`src/rtl/e_digit_streamer.sv`:
```
// Streams a captured base-10000 result as ASCII: integer digits, '.', zero-padded
// fraction limbs (most significant first), then a newline carrying tx_last.
module e_digit_streamer #(
    parameter int WORDS = 32
) (
    input  logic                 clk,
    input  logic                 rst,
    input  logic                 in_valid,
    input  logic [16*WORDS-1:0]  in_data,
    output logic                 busy,
    output logic [7:0]           tx_data,
    output logic                 tx_valid,
    input  logic                 tx_ready,
    output logic                 tx_last,
    output logic                 limb_err,
    output logic [2:0]           fsm_state
);

    // Byte handshake: a byte moves when tx_valid && tx_ready at a posedge. Once
    // tx_valid is raised, tx_data/tx_last/tx_valid hold until that transfer;
    // when tx_valid is low, tx_data and tx_last are zero.

    localparam logic [2:0] IDLE      = 3'd0;
    localparam logic [2:0] CONV      = 3'd1;
    localparam logic [2:0] SEND_INT  = 3'd2;
    localparam logic [2:0] SEND_DOT  = 3'd3;
    localparam logic [2:0] SEND_FRAC = 3'd4;
    localparam logic [2:0] SEND_NL   = 3'd5;

    localparam int IDX_W = (WORDS > 1) ? $clog2(WORDS) : 1;
    localparam logic [IDX_W-1:0] IDX_INT      = IDX_W'(WORDS - 1);
    localparam logic [IDX_W-1:0] IDX_FRAC_TOP = IDX_W'((WORDS > 1) ? WORDS - 2 : 0);

    logic [2:0]            state;
    logic [16*WORDS-1:0]   data_q;
    logic [IDX_W-1:0]      idx;
    logic [15:0]           rem;
    logic [1:0]            pos;
    logic [3:0]            dig [4];
    logic [1:0]            sp;
    logic                  bad_q;
    logic                  int_q;

    logic                  hs;
    logic [IDX_W-1:0]      load_idx;
    logic [15:0]           load_val;
    logic [15:0]           int_limb_in;
    logic [15:0]           cur_weight;

    function automatic logic [15:0] limb_of(input logic [16*WORDS-1:0] d,
                                            input logic [IDX_W-1:0] k);
        logic [15:0] r;
        r = '0;
        for (int i = 0; i < WORDS; i++) begin
            if (k == IDX_W'(i)) r = d[i*16 +: 16];
        end
        return r;
    endfunction

    function automatic logic [15:0] weight(input logic [1:0] p);
        logic [15:0] w;
        case (p)
            2'd0:    w = 16'd1000;
            2'd1:    w = 16'd100;
            2'd2:    w = 16'd10;
            default: w = 16'd1;
        endcase
        return w;
    endfunction

    // First significant digit position of the integer limb; a zero value still
    // shows its last digit.
    function automatic logic [1:0] lead_pos(input logic [3:0] d0, input logic [3:0] d1,
                                            input logic [3:0] d2);
        logic [1:0] p;
        if (d0 != 4'd0)      p = 2'd0;
        else if (d1 != 4'd0) p = 2'd1;
        else if (d2 != 4'd0) p = 2'd2;
        else                 p = 2'd3;
        return p;
    endfunction

    assign int_limb_in = in_data[16*(WORDS-1) +: 16];
    assign load_idx    = (state == SEND_DOT) ? IDX_FRAC_TOP : (idx - IDX_W'(1));
    assign load_val    = limb_of(data_q, load_idx);
    assign cur_weight  = weight(pos);
    assign busy        = (state != IDLE);
    assign fsm_state   = state;
    assign hs          = tx_valid && tx_ready;

    always_comb begin
        tx_valid = 1'b0;
        tx_data  = 8'h00;
        tx_last  = 1'b0;
        case (state)
            SEND_INT, SEND_FRAC: begin
                tx_valid = 1'b1;
                tx_data  = bad_q ? 8'h3F : (8'h30 + {4'd0, dig[sp]});
            end
            SEND_DOT: begin
                tx_valid = 1'b1;
                tx_data  = 8'h2E;
            end
            SEND_NL: begin
                tx_valid = 1'b1;
                tx_data  = 8'h0A;
                tx_last  = 1'b1;
            end
            default: begin
                tx_valid = 1'b0;
            end
        endcase
    end

    always_ff @(posedge clk) begin
        if (rst) begin
            state    <= IDLE;
            data_q   <= '0;
            idx      <= '0;
            rem      <= '0;
            pos      <= '0;
            sp       <= '0;
            bad_q    <= 1'b0;
            int_q    <= 1'b0;
            limb_err <= 1'b0;
            for (int i = 0; i < 4; i++) dig[i] <= '0;
        end else begin
            case (state)
                IDLE: begin
                    if (in_valid) begin
                        data_q   <= in_data;
                        idx      <= IDX_INT;
                        int_q    <= 1'b1;
                        rem      <= int_limb_in;
                        bad_q    <= (int_limb_in > 16'd9999);
                        limb_err <= (int_limb_in > 16'd9999);
                        pos      <= '0;
                        for (int i = 0; i < 4; i++) dig[i] <= '0;
                        state    <= CONV;
                    end
                end

                // One subtraction or one position step per cycle: worst case
                // 9 subtractions plus one step for each of the four positions.
                CONV: begin
                    if (bad_q || (pos == 2'd3 && rem < cur_weight)) begin
                        if (int_q) begin
                            sp    <= bad_q ? 2'd3 : lead_pos(dig[0], dig[1], dig[2]);
                            state <= SEND_INT;
                        end else begin
                            sp    <= 2'd0;
                            state <= SEND_FRAC;
                        end
                    end else if (rem >= cur_weight) begin
                        rem      <= rem - cur_weight;
                        dig[pos] <= dig[pos] + 4'd1;
                    end else begin
                        pos <= pos + 2'd1;
                    end
                end

                SEND_INT: begin
                    if (hs) begin
                        if (sp == 2'd3) state <= SEND_DOT;
                        else            sp    <= sp + 2'd1;
                    end
                end

                SEND_DOT: begin
                    if (hs) begin
                        if (WORDS == 1) begin
                            state <= SEND_NL;
                        end else begin
                            idx      <= load_idx;
                            int_q    <= 1'b0;
                            rem      <= load_val;
                            bad_q    <= (load_val > 16'd9999);
                            limb_err <= limb_err | (load_val > 16'd9999);
                            pos      <= '0;
                            for (int i = 0; i < 4; i++) dig[i] <= '0;
                            state    <= CONV;
                        end
                    end
                end

                SEND_FRAC: begin
                    if (hs) begin
                        if (sp != 2'd3) begin
                            sp <= sp + 2'd1;
                        end else if (idx == '0) begin
                            state <= SEND_NL;
                        end else begin
                            idx      <= load_idx;
                            rem      <= load_val;
                            bad_q    <= (load_val > 16'd9999);
                            limb_err <= limb_err | (load_val > 16'd9999);
                            pos      <= '0;
                            for (int i = 0; i < 4; i++) dig[i] <= '0;
                            state    <= CONV;
                        end
                    end
                end

                SEND_NL: begin
                    if (hs) state <= IDLE;
                end

                default: state <= IDLE;
            endcase
        end
    end

endmodule

```
`config.mk`:
```
export PLATFORM = sky130hd
export DESIGN_NAME = e_digit_streamer
export DESIGN_NICKNAME = d
export VERILOG_FILES = /design/src/rtl/e_digit_streamer.sv
export SDC_FILE = /design/constraint.sdc
export NUM_CORES = 2
export LEC_CHECK = 0
export CORE_MARGIN = 5
export CORE_UTILIZATION = 51
export DETAILED_ROUTE_END_ITERATION = 8
export PLACE_DENSITY = 0.8
export SYNTH_ARGS = -nofsm -noshare
export SYNTH_HDL_FRONTEND = slang
export SYNTH_SLANG_ARGS = --single-unit
```
`constraint.sdc`:
```
create_clock -name clk -period 5.7 [get_ports clk]
set_input_delay 1.425 -clock clk [delete_from_list [all_inputs] [get_ports clk]]
set_output_delay 1.425 -clock clk [all_outputs]
set_load 0.02 [all_outputs]
```
Yosys cells after proc, flatten, opt, wreduce, memory -nomap -nowiden

Memory sizes are Yosys's and may differ from the RTL's. A register that Yosys moved wholly into a read port is not among the register bits.
Index checks and enable logic that the tools add are counted.

Bits in registers: 543
Latch bits: 0
Bits in writable memories: 16
ROM bits: 0
Output and inout port bits: 15
Word-level logic and storage cells: 249
Memories: 1

Memories:

| memory | words | width | read ports | clocked after Yosys merged registers in | write ports | line | text |
|---|---|---|---|---|---|---|---|
| dig    | 4     | 4     | 5          | 2                                       | 4           | 39   | `logic [3:0] dig [4];` |

Add/sub/neg operators: 6
Multiply operators: 0
Div/mod/pow operators: 0
$lt $le $gt $ge: 4
Eq/ne operators: 55
Shift operators: 0
Multiplexer cells: 136
Bitwise logic cells: 13
Reductions and logical operators: 25

Operators with widths:

| cell                   | count |
|---|---|
| $mux W16               | 39 |
| $eq A5 B5 Y1 const B   | 16 |
| $pmux W16 S4           | 1 |
| $mux W4                | 13 |
| $mux W2                | 21 |
| $eq A5 B4 Y1 const B   | 8 |
| $mux W1                | 36 |
| $gt A16 B14 Y1 const B | 2 |
| $mux W3                | 10 |
| $mux W5                | 6 |
| $ne A2 B2 Y1 const B   | 15 |
| $pmux W10 S3           | 1 |
| $reduce_and A8 Y1      | 3 |
| $pmux W7 S3            | 1 |
| $eq A5 B3 Y1 const B   | 4 |
| $pmux W3 S6            | 1 |
| $ge A16 B16 Y1         | 1 |
| $lt A16 B16 Y1         | 1 |
| $reduce_bool A4 Y1     | 4 |
| $sub A16 B16 Y16       | 1 |
| $pmux W5 S3            | 1 |
| $or A1 B1 Y1           | 13 |
| $reduce_and A6 Y1      | 2 |
| $eq A5 B2 Y1 const B   | 2 |
| other kinds (26)       | 37 |

Depth between registers and ports, before layout

Depth in word-level cells: 41
Gate-level depth with buffers: 21
Depth with buffers taken out: 14

Worst setup path before layout

No wires, ideal clock.

Path type: register to register
Start point: reg idx[0]
End point: reg bad_q
Setup time: 0.128 ns
Arrival: 4.011 ns
Data required time: 5.572 ns
Slack: 1.561 ns
Cell stages (with the launch flop): 20
Path buffers: 7
Period minus slack after synthesis: 4.139 ns
Cell sequence: dfxtp_1 > buf_4 > buf_2 > inv_1 > buf_2 > buf_1 > buf_1 > ha_1 > or4b_1 > buf_4 > o22ai_4 > o21ai_2 > buf_6 > o311ai_4 > nand4b_1 > a211oi_1 > o32ai_2 > o21ai_2 > a2111oi_4 > o211ai_1

Word-level cells in the longest chain between the ends: 40
Elaborated cells between the ends (all ways): 75
Those cells by class: add/sub (1); order compare (1); eq/ne (32); mux (38); reduce/logical (3)

RTL lines:

| element                 | line     | text |
|---|---|---|
| start, declared         | 36       | `logic [IDX_W-1:0] idx;` |
| start signal, assigned  | 174      | `idx <= load_idx;` |
| start signal, assigned  | 193      | `idx <= load_idx;` |
| $sub A5 B1 Y5           | 84       | `assign load_idx = (state == SEND_DOT) ? IDX_FRAC_TOP : (idx - IDX_W'(1));` |
| $mux W5                 | 84       |  |
| $logic_not A5 Y1        | 55       | `if (k == IDX_W'(i)) r = d[i*16 +: 16];` |
| $mux W16 (32 in series) | 55       |  |
| $gt A16 B14 Y1          | 177, 195 |  |
| $mux W1                 | 190      | `end else if (idx == '0) begin` |
| $mux W1                 | 188      | `if (sp != 2'd3) begin` |
| $mux W1                 | 187      | `if (hs) begin` |
| $pmux W1 S3             | 128      | `case (state)` |
| end signal, assigned    | 135      | `bad_q <= (int_limb_in > 16'd9999);` |
| end signal, assigned    | 177      | `bad_q <= (load_val > 16'd9999);` |
| end signal, assigned    | 195      | `bad_q <= (load_val > 16'd9999);` |
| end, declared           | 41       | `logic bad_q;` |

Parallel ways exist; a longest one is shown, timed or not. The select of a mux whose other input is x is not followed.
A chain may end at the register's enable or synchronous reset.

Final worst setup path

Start point: reg state[0], in the netlist fsm_state[0]
End point: reg rem[14]

Word-level cells in the longest chain between the ends: 39
Elaborated cells between the ends (all ways): 88
Those cells by class: eq/ne (43); mux (39); reduce/logical (6)

RTL lines:

| element                 | line        | text |
|---|---|---|
| start, declared         | 34          | `logic [2:0] state;` |
| start signal, assigned  | 117         | `state <= IDLE;` |
| start signal, assigned  | 139         | `state <= CONV;` |
| start signal, assigned  | 149         | `state <= SEND_INT;` |
| $eq A3 B2 Y1            | 84, 95, 128 |  |
| $mux W5                 | 84          |  |
| $logic_not A5 Y1        | 55          |  |
| $mux W16 (32 in series) | 55          |  |
| $mux W16                | 190         |  |
| $mux W16                | 188         |  |
| $mux W16                | 187         |  |
| $pmux W16 S4            | 128         |  |
| end signal, assigned    | 134         | `rem <= int_limb_in;` |
| end signal, assigned    | 155         | `rem <= rem - cur_weight;` |
| end signal, assigned    | 194         | `rem <= load_val;` |
| end, declared           | 37          | `logic [15:0] rem;` |

Parallel ways exist; a longest one is shown, timed or not. The select of a mux whose other input is x is not followed.

==> results.yml <==
yosys:
  synth_top_area_cell: "dfxtp_1"
  async_flop_share_pct: 0
  ys.flop_type: "dfxtp_1"
  netlist.area_leader.share_pct: 45.1
  synth_seq_cells: 563
  ys_warn_count: 0
  synth.area.top_cells: "dfxtp_1, a22o_1, a21oi_1"
  yosys-top-cells-count: "dfxtp_1, a22o_1, clkbuf_1"
  synth_most_common_cell: "dfxtp_1"
  synth_seq_area_share_pct: 45.1
  avgSynthCellArea_sq_um: 9.70
  synth.distinct_cells: 110
  postSynthCellCount: 2576
  syn_area_sq_um: 25000
  synth-edff-count: 0
critical_path:
  critPathKind: "reg -> reg"
  crit_path_cell_trace: "and3b_2 -> nor2_2 -> buf_4 -> buf_4 -> o2bb2ai_1 -> a211o_1 -> a221o_1 -> a211oi_1 -> a2111o_1 -> a21oi_1 -> nor2_1 -> o21a_1"
  path_buf_inv: 2
  crit_top_cell: "buf_4"
  max_stage_delay_ns: 0.86
  setup.worst_path.end_class: "register"
  crit_family: "compound AO/OA/AOI/OAI gates"
  crit_cells: 12
  reg2reg_depth: 12
  worstPathMaxFanout: 26
  slowest_stage: "a211oi_1"
  arrival_ns: 5.54
  crit_required_ns: 6.26
  crit_path_start_kind: "register"
sta:
  max_freq_ghz: 0.201
  setup_tns_ns: 0
  finalSetupViolCount: 0
  post-route-period-util_pct: 87.4
  max_slew_margin_pct: 3.01
  rsz0062_at_grt: "no"
  drv_slew: 0
  whs_ns: 0.478
  skew_ns: 0.0185
  tightest_slew_ns: 1.44
  fin_crit_ns: 4.98
  hold_viol: 0
grt:
  grt_use_total_pct: 43.1
  antenna_found_initial: 2
  gr-total-overflow: 0
  grt_first_pass_wirelength_mm: 175
  grt_pass1_vias: 25958
  grt_max_degree: 228
status:
  violations: "DRC"
  status: "finished with violations"
route:
  routed_wl_mm: 123
  viasPerCell: 7.18
  detail-route-antenna-nets: 0
  drt_pre_antenna_iters: 9
  wl_per_cell_microns: 32.7
  initialDrtViolationCount: 5141
  num_vias: 26968
  drcViolationCount: 1
floorplanning:
  die-width_microns: 231
  io_pins: 531
  rows: 81
  start_util_pct: 51.2
  dieArea_sq_um: 53500
  core_sq_um: 48700
  die_h_microns: 231
clocking:
  postCtsSetupBuffers: 0
  h-tree-depth: 2
  cts.sinks: 563
  cts_buffers: 55
  clockRootBuffer: "clkbuf_16"
  cts-resized-gates: 0
  path_clk_slew_ns: 0.06
  insertion_delay_ns: 0.62
  clockBufferDepth: 3
  cts_tree: "built"
  cts-hold-fix-buffers: 0
power_and_ir_drop:
  p_leak_nw: 12.6
  peakVddDrop_mv: 0.237
  power_density_nw_per_um2: 475
final_layout:
  drive_gt1_share_pct: 9.51
  diodes: 0
  area_delta_synth_final_pct: 32.2
  fin_nets: 3585
  fill_cells: 3852
placement:
  hpwl_mm: 93.3
  gp_congestion: 1.10
  io_buffers: 528
flow_run:
  maxCapViolations: 0
min_path:
  worstHoldPathCells: 1
  hold_path_class: "reg -> reg"
[metrics by stage]
step | worst slack (ns) | cells | instance area (sq um) | util, % | total power [mW]
5_1_grt | 0.713 | 3756 | 33000 | 67.7 | 16.0
3_5_place_dp | 1.00 | 3658 | 31200 | 64.0 | 11.5
4_1_cts | 0.925 | 3756 | 33000 | 67.7 | 15.2
2_1_floorplan | 1.56 | 2577 | 25000 | - | 8.69
3_3_place_gp | 1.10 | 3658 | 31200 | 64.0 | 11.4
6_report | 0.721 | 3756 | 33000 | 67.7 | 15.7
[cells in the final DEF, fill, tap and decap left out, types with 10 or more instances in the layout]
| master | netlist | layout |
|---|---|---|
| o32ai_1 | 12 | 12 |
| inv_1 | 26 | 26 |
| and3_1 | 14 | 14 |
| a221oi_1 | 27 | 27 |
| a22o_1 | 520 | 520 |
| nand2_1 | 135 | 135 |
| buf_4 | 8 | 97 |
| clkbuf_16 | 0 | 55 |
| mux2_2 | 10 | 10 |
| a31oi_1 | 20 | 20 |
| a21o_1 | 12 | 12 |
| clkbuf_8 | 0 | 12 |
| o21ai_1 | 13 | 13 |
| a22oi_1 | 35 | 35 |
| clkbuf_1 | 145 | 10 |
| buf_12 | 0 | 13 |
| a21oi_1 | 131 | 130 |
| nor4_1 | 12 | 12 |
| o21ai_0 | 110 | 110 |
| nand2b_1 | 13 | 13 |
| or3_1 | 12 | 12 |
| a222oi_1 | 12 | 12 |
| nand3_1 | 68 | 68 |
| dfxtp_1 | 563 | 562 |
| nor2b_1 | 14 | 14 |
| o22ai_1 | 46 | 46 |
| clkdlybuf4s50_1 | 0 | 528 |
| ha_1 | 17 | 16 |
| a211oi_1 | 32 | 32 |
| nor3_1 | 52 | 52 |
| nand4_1 | 10 | 10 |
| o211ai_1 | 23 | 23 |
| o221ai_1 | 22 | 22 |
| a32oi_1 | 13 | 13 |
| clkinv_2 | 0 | 11 |
| o21a_1 | 10 | 10 |
| nor2_1 | 130 | 126 |
[cell families (layout without fill, tap and decap cells)]
family                   after synthesis  after routing  share of synthesized area, %
buffers and inverters                248            763                          4.18
AO/OA/AOI/OAI                       1190           1190                          37.5
other                                  1              2                        0.0150
XOR/XNOR                              16             16                         0.696
flip-flops                           563            563                          45.1
adder cells (fa/ha/maj)               18             18                         0.932
multiplexers                          24             24                          1.41
AND/OR/NAND/NOR                      516            516                          10.1
[cell type report]
cell class | count | area [sq um] | area share, %
clock buffer | 77 | 1580 | 4.78
clock inverter | 21 | 246 | 0.747
inverter | 27 | 101 | 0.307
multi-input combinational | 1766 | 12700 | 38.5
sequential | 563 | 11300 | 34.1
tap | 664 | 831 | 2.52
timing repair buffer | 638 | 6270 | 19.0
[where the power goes]
group	total (mW)	internal, mW	switching (mW)
clock	3.76	2.15	1.60
combinational	6.57	2.35	4.22
sequential	5.34	4.58	0.755
total	15.7	9.09	6.58
[registers in the layout, indices dropped and copies added, names as in the netlist, 2 cells and up, named ones only]
register	count
data_q	512
dig	16
rem	16
idx	5
fsm_state	3
pos	2
sp	2
[final timing paths]
path                                                start                     end  slack, ns
worst max-delay path            fsm_state[0]$_SDFFE_PP0P_    rem[14]$_SDFFE_PP0P_       0.72
worst min-delay path               data_q[5]$_SDFFE_PP0P_  data_q[5]$_SDFFE_PP0P_       0.48
worst max register to register  fsm_state[0]$_SDFFE_PP0P_    rem[14]$_SDFFE_PP0P_       0.72
worst min register to register     data_q[5]$_SDFFE_PP0P_  data_q[5]$_SDFFE_PP0P_       0.48
[per-layer routing]
metal  share of wire (%)  track usage (%)
met1                  36             54.5
met2                  43             65.2
met3                  14             15.0
met4                 7.0             22.7
met5               0.042            0.735
No activity file was read; power rests on OpenSTA's default activity.
